## config.mk

```make
export PLATFORM = sky130hd
export DESIGN_NAME = input_conditioner
export DESIGN_NICKNAME = d
export VERILOG_FILES = /design/src/rtl/input_conditioner_pkg.sv /design/src/rtl/tick_gen.sv /design/src/rtl/input_conditioner.sv
export SDC_FILE = /design/constraint.sdc
export NUM_CORES = 1
export LEC_CHECK = 0
export BUFFER_PORTS_ARGS = -buffer_cell sky130_fd_sc_hd__buf_2
export CORE_MARGIN = 4
export CORE_UTILIZATION = 25
export DETAILED_ROUTE_END_ITERATION = 6
export GPL_ROUTABILITY_DRIVEN = 1
export PLACE_DENSITY = 0.48
export SYNTH_ARGS = -nofsm -noshare
export SYNTH_HDL_FRONTEND = slang
export SYNTH_SLANG_ARGS = --single-unit
```

## constraint.sdc

```tcl
create_clock -name CLK -period 7.3 [get_ports CLK]
set_input_delay 1.46 -clock CLK [delete_from_list [all_inputs] [get_ports CLK]]
set_output_delay 1.46 -clock CLK [all_outputs]
set_load 0.005 [all_outputs]
```

## src/rtl/input_conditioner_pkg.sv

```systemverilog
// Shared widths, button codes and FSM encoding
// for the code-lock input conditioner.
package input_conditioner_pkg;

    localparam int SW_W  = 10;
    localparam int BTN_W = 3;

    localparam logic [1:0] BTN_ADMIN     = 2'd0;
    localparam logic [1:0] BTN_OK        = 2'd1;
    localparam logic [1:0] BTN_BACKSPACE = 2'd2;

    typedef enum logic {
        PRIME = 1'b0,
        RUN   = 1'b1
    } state_t;

endpackage

```

## src/rtl/tick_gen.sv

```systemverilog
// Free-running divider: one-cycle tick every
// TICK_CYCLES clocks, asserted on the wrap count.
module tick_gen #(
    parameter int TICK_CYCLES = 100000
) (
    input  logic CLK,
    input  logic RESET,
    output logic tick
);

    localparam int CW = $clog2(TICK_CYCLES);
    localparam logic [CW-1:0] LAST = CW'(TICK_CYCLES - 1);

    logic [CW-1:0] cnt;

    assign tick = (cnt == LAST);

    always_ff @(posedge CLK or negedge RESET) begin
        if (!RESET) begin
            cnt <= '0;
        end else if (tick) begin
            cnt <= '0;
        end else begin
            cnt <= cnt + CW'(1);
        end
    end

endmodule

```

## src/rtl/input_conditioner.sv

```systemverilog
// Sync, debounce and event queue for switches and
// buttons; emits at most one event pulse per cycle.
module input_conditioner
    import input_conditioner_pkg::*;
#(
    parameter int TICK_CYCLES    = 100000,
    parameter int STABLE_SAMPLES = 3
) (
    input  logic             CLK,
    input  logic             RESET,
    input  logic [9:0]       SW,
    input  logic [2:0]       BTN,
    output logic [9:0]       SW_Stable,
    output logic [2:0]       BTN_Stable,
    output logic             Code_Change_Flag,
    output logic [3:0]       Code_Bit_Index,
    output logic             Code_Bit_Value,
    output logic             BTN_Change_Flag,
    output logic [1:0]       Which_BTN_Change,
    output logic             Busy
);

    localparam int SS = STABLE_SAMPLES;
    localparam logic [1:0] PRIME_LAST = 2'(SS - 1);

    logic tick;

    tick_gen #(
        .TICK_CYCLES(TICK_CYCLES)
    ) u_tick_gen (
        .CLK  (CLK),
        .RESET(RESET),
        .tick (tick)
    );

    logic [SW_W-1:0]  sw_s1, sw_s2;
    logic [BTN_W-1:0] btn_s1, btn_s2;

    logic [SW_W-1:0][SS-1:0]  sw_hist, sw_hist_nx;
    logic [BTN_W-1:0][SS-1:0] btn_hist, btn_hist_nx;

    logic [SW_W-1:0]  sw_stb, sw_stb_nx;
    logic [BTN_W-1:0] btn_stb, btn_stb_nx;
    logic [SW_W-1:0]  sw_set, sw_cand, sw_pend, sw_pend_nx;
    logic [BTN_W-1:0] btn_set, btn_cand, btn_pend, btn_pend_nx;

    state_t     state, state_nx;
    logic [1:0] prime_cnt, prime_cnt_nx;

    logic       code_flag_nx, btn_flag_nx;
    logic [3:0] code_idx_nx;
    logic       code_val_nx;
    logic [1:0] btn_code_nx;
    logic       hit;

    function automatic logic settled(input logic [SS-1:0] h);
        return (&h) | ~(|h);
    endfunction

    function automatic logic [1:0] btn_code(input int j);
        if (j == 0) return BTN_ADMIN;
        else if (j == 1) return BTN_OK;
        else return BTN_BACKSPACE;
    endfunction

    assign SW_Stable  = sw_stb;
    assign BTN_Stable = btn_stb;
    assign Busy = (state == PRIME) | (|sw_pend) | (|btn_pend)
                | Code_Change_Flag | BTN_Change_Flag;

    // Sampling, priming and acceptance
    always_comb begin
        state_nx     = state;
        prime_cnt_nx = prime_cnt;
        sw_hist_nx   = sw_hist;
        btn_hist_nx  = btn_hist;
        sw_stb_nx    = sw_stb;
        btn_stb_nx   = btn_stb;
        sw_set       = '0;
        btn_set      = '0;
        if (tick) begin
            for (int i = 0; i < SW_W; i++)
                sw_hist_nx[i] = {sw_hist[i][SS-2:0], sw_s2[i]};
            for (int j = 0; j < BTN_W; j++)
                btn_hist_nx[j] = {btn_hist[j][SS-2:0], btn_s2[j]};
        end
        unique case (state)
            PRIME: begin
                if (tick) begin
                    if (prime_cnt == PRIME_LAST) begin
                        state_nx   = RUN;
                        sw_stb_nx  = sw_s2;
                        btn_stb_nx = btn_s2;
                    end else begin
                        prime_cnt_nx = prime_cnt + 2'd1;
                    end
                end
            end
            RUN: begin
                if (tick) begin
                    for (int i = 0; i < SW_W; i++) begin
                        if (settled(sw_hist_nx[i]) &&
                            sw_hist_nx[i][0] != sw_stb[i]) begin
                            sw_stb_nx[i] = sw_hist_nx[i][0];
                            sw_set[i]    = 1'b1;
                        end
                    end
                    // Releases update the level but queue nothing
                    for (int j = 0; j < BTN_W; j++) begin
                        if (settled(btn_hist_nx[j]) &&
                            btn_hist_nx[j][0] != btn_stb[j]) begin
                            btn_stb_nx[j] = btn_hist_nx[j][0];
                            btn_set[j]    = btn_hist_nx[j][0];
                        end
                    end
                end
            end
        endcase
    end

    // Drain: newly accepted events may leave in the accepting cycle
    always_comb begin
        sw_cand      = sw_pend | sw_set;
        btn_cand     = btn_pend | btn_set;
        sw_pend_nx   = sw_cand;
        btn_pend_nx  = btn_cand;
        code_flag_nx = 1'b0;
        btn_flag_nx  = 1'b0;
        code_idx_nx  = Code_Bit_Index;
        code_val_nx  = Code_Bit_Value;
        btn_code_nx  = Which_BTN_Change;
        hit          = 1'b0;
        for (int j = 0; j < BTN_W; j++) begin
            if (!hit && btn_cand[j]) begin
                hit            = 1'b1;
                btn_flag_nx    = 1'b1;
                btn_code_nx    = btn_code(j);
                btn_pend_nx[j] = 1'b0;
            end
        end
        for (int i = 0; i < SW_W; i++) begin
            if (!hit && sw_cand[i]) begin
                hit           = 1'b1;
                code_flag_nx  = 1'b1;
                code_idx_nx   = 4'(i);
                code_val_nx   = sw_stb_nx[i];
                sw_pend_nx[i] = 1'b0;
            end
        end
    end

    always_ff @(posedge CLK or negedge RESET) begin
        if (!RESET) begin
            state <= PRIME;
        end else begin
            state <= state_nx;
        end
    end

    always_ff @(posedge CLK or negedge RESET) begin
        if (!RESET) begin
            sw_s1            <= '0;
            sw_s2            <= '0;
            btn_s1           <= '0;
            btn_s2           <= '0;
            sw_hist          <= '0;
            btn_hist         <= '0;
            sw_stb           <= '0;
            btn_stb          <= '0;
            sw_pend          <= '0;
            btn_pend         <= '0;
            prime_cnt        <= '0;
            Code_Change_Flag <= 1'b0;
            Code_Bit_Index   <= '0;
            Code_Bit_Value   <= 1'b0;
            BTN_Change_Flag  <= 1'b0;
            Which_BTN_Change <= '0;
        end else begin
            sw_s1            <= SW;
            sw_s2            <= sw_s1;
            btn_s1           <= BTN;
            btn_s2           <= btn_s1;
            sw_hist          <= sw_hist_nx;
            btn_hist         <= btn_hist_nx;
            sw_stb           <= sw_stb_nx;
            btn_stb          <= btn_stb_nx;
            sw_pend          <= sw_pend_nx;
            btn_pend         <= btn_pend_nx;
            prime_cnt        <= prime_cnt_nx;
            Code_Change_Flag <= code_flag_nx;
            Code_Bit_Index   <= code_idx_nx;
            Code_Bit_Value   <= code_val_nx;
            BTN_Change_Flag  <= btn_flag_nx;
            Which_BTN_Change <= btn_code_nx;
        end
    end

endmodule

```

==> flow_summary.toml <==
[run_status]
run_status = "complete, no violations"

[synth]
netlist_area_um2 = 4870
ys_warn_count = 0
synth.area.top_cells = "dfrtp_1 55%, nand2_1 9.6%, a21oi_1 2.8%, nor2_1 2.4%, o21ai_0 1.6%"
avgSynthCellArea_um2 = 9.778
synth_cell_types = 55
synthFlopType = "dfrtp_1"
synth-seq-cells = 108
synthCells = 498
async_reset_ff_frac = 1.000
synth_edf_count = 0
synth_top_area_frac = 0.5550
seq_area_frac_synth = 0.5550
yosysTopAreaCell = "dfrtp_1"
synth_nets = 515

[worst_setup_path]
max_stage_delay_ps = 410
crit_chain = "nor4_1 > and2_1 > nand2b_1 > or2_2 > buf_2"
slowest_stage = "dfrtp_1"
worstPathRequired_ps = 5840
crit_family = "simple AND/OR/NAND/NOR gates"
critical_path.max_fanout = 4
worstSetupStartpointType = "flop"
rrSetupSlack_ps = 4070
crit_path_end_kind = "output port"
cp.arrival_ps = 1890
cp_num_buf_inv = 1
path_class = "flop to output port"

[cells_and_area]
fin_nets = 551
multi_input_area_um2 = 2039
drive_gt1_frac = 0.1558
fin_util = 0.2976
syn_to_final_growth_pct = 15.83
fillers = 1976
seq_area_um2 = 2703
diodes = 0

[clock_tree]
clock_latency_ps = 360
ctsResizeCount = 0
htree_levels = 3
hold_buffers = 0
clk_pin_slew_ps = 70
cts_tree = "built"
clock-sinks = 108
cts_setup_buffers = 0
root_buffer = "clkbuf_16"
cts-buffers-inserted = 9
cts_max_path_buffers = 2

[timing]
relSlewSlack = 0.4542
rsz0062_at_grt = "no"
finalSetupViolCount = 0
finalHoldViolCount = 0
fin_crit_sh = 0.4583
clock_skew_ps = 9.317
setup_tns_ps = 0
drv_slew = 0
max_freq_mhz = 298.9
fin_crit_ps = 3345
worstMarginPinSlew_ps = 811.7

[die]
num_rows = 50
die_height_um = 147.6
coreArea_um2 = 18960
initial_utilization = 0.2569
die-area_um2 = 21780
top_level_ports = 38
die_w_um = 147.6

[routing]
wl_per_cell_um = 14.52
wirelength_um = 11600
vias = 3758
routed_via_density = 4.703
antenna_left = 0
first_pass_iters = 4
drt_iter0_markers = 231
post-route-drc-count = 0

[run]
max-cap-violations = 0

[global_routing]
grt.overflow.total = 0
groute.usage.overall = 0.1087
grt_first_pass_wirelength_um = 19040
grt_pass1_vias = 3640
antenna_found_initial = 0
grt_max_degree = 59

[worst_hold_path]
hold_class = "flop to flop"

[pwr]
p_per_area_nw_per_um2 = 200.1
peakVddDrop_mv = 0.09287
leakage_nw = 2.628

[place]
gp_congestion = 0.8649
portBuffers = 37
hpwl_um = 8067
==> final cells by class <==
cell class              count  share of cell area
inverters                  12            0.007986
clock buffers              11             0.04481
repair buffers             42             0.03993
multi-input cells         361              0.3616
clock inverters             5            0.008873
well taps                 260             0.05768
flip-flops and latches    108              0.4791
==> path summary, 6_finish.rpt <==
check / start / endpoint / cells past startpoint
max: sw_pend[0]$_DFF_PN0_ / Busy / 5
min: btn_s1[0]$_DFF_PN0_ / btn_s2[0]$_DFF_PN0_ / 0
max reg2reg: u_tick_gen.cnt[11]$_DFF_PN0_ / Code_Bit_Value$_DFFE_PN0P_ / 9
min reg2reg: btn_s1[0]$_DFF_PN0_ / btn_s2[0]$_DFF_PN0_ / 0
max in group asynchronous: RESET / u_tick_gen.cnt[11]$_DFF_PN0_ / 2
min in group asynchronous: RESET / sw_s2[1]$_DFF_PN0_ / 1
==> through the flow <==
stage	area (um2)	hold slack (ps)	total power, mW	setup slack, ps	cells
2_1_floorplan	4870	331.2	0.6232	4550	498
3_3_place_gp	5338	331.4	0.6413	4214	783
3_5_place_dp	5338	334.7	0.6420	4086	783
4_1_cts	5640	348.2	1.143	3935	799
5_1_grt	5640	357.7	1.171	3801	799
6_report	5640	347.5	1.128	3955	799
==> synth_stat cells, types with 4 or more instances <==
library cell,instances
and2_1,4
xnor2_1,7
nand3_1,10
o31ai_1,5
o21ai_0,16
a41oi_1,8
or4b_2,5
a22oi_1,4
a21oi_1,27
nor4_1,9
nand2_1,124
clkbuf_1,13
nand4_1,6
nand4b_1,6
dfrtp_1,108
o22ai_1,6
nor2_1,31
nand2b_1,11
inv_1,12
or2_2,9
a31oi_1,9
nor3_1,5
xor2_1,8
and3_1,5
o21ai_1,4
==> flip-flops by register name (all words and copies together), names as in the netlist, 2 cells and up <==
signal and count:
BTN_Stable 3, Code_Bit_Index 4, SW_Stable 10, Which_BTN_Change 2
btn_hist 8, btn_pend 2, btn_s1 3, btn_s2 3
prime_cnt 2, sw_hist 20, sw_pend 10, sw_s1 10
sw_s2 10, u_tick_gen.cnt 17
==> cell usage in the layout, fill, tap and decap left out, types with 9 or more instances in the layout <==
cell type and count:
clkbuf_16 9, o21ai_0 16, a21oi_1 27, nand3_1 10, nor4_1 9, nand2_1 124, nand2b_1 11, dfrtp_1 108
a31oi_1 9, buf_2 36, inv_1 12, or2_2 9, nor2_1 31
==> power by group <==
| group | internal (mW) | switching [mW] | leakage [nW] |
|---|---|---|---|
| Clock | 0.282 | 0.217 | 0.155 |
| Combinational | 0.00463 | 0.0143 | 1.04 |
| Sequential | 0.605 | 0.00460 | 1.43 |
==> routing by layer <==
metal | wire (um) | vias to the layer above | global-route usage
met3 | 473 | 15 | 0.01778
met2 | 5121 | 73 | 0.1640
li1 | - | 1819 | -
met4 | 223 | 0 | 0.04986
met1 | 5785 | 1851 | 0.1531
met5 | 0 | - | 0
==> logic make-up (layout without fill, tap and decap cells) <==
family | count (synthesis) | after routing | synth area share
xor+xnor | 15 | 15 | 0.02698
buf+inv | 29 | 70 | 0.02621
compound gates | 98 | 98 | 0.1334
flops | 108 | 108 | 0.5550
fa+ha+maj | 2 | 2 | 0.005138
mux | 6 | 6 | 0.01310
simple gates | 240 | 240 | 0.2402
Power figures use the tool's default switching activity.
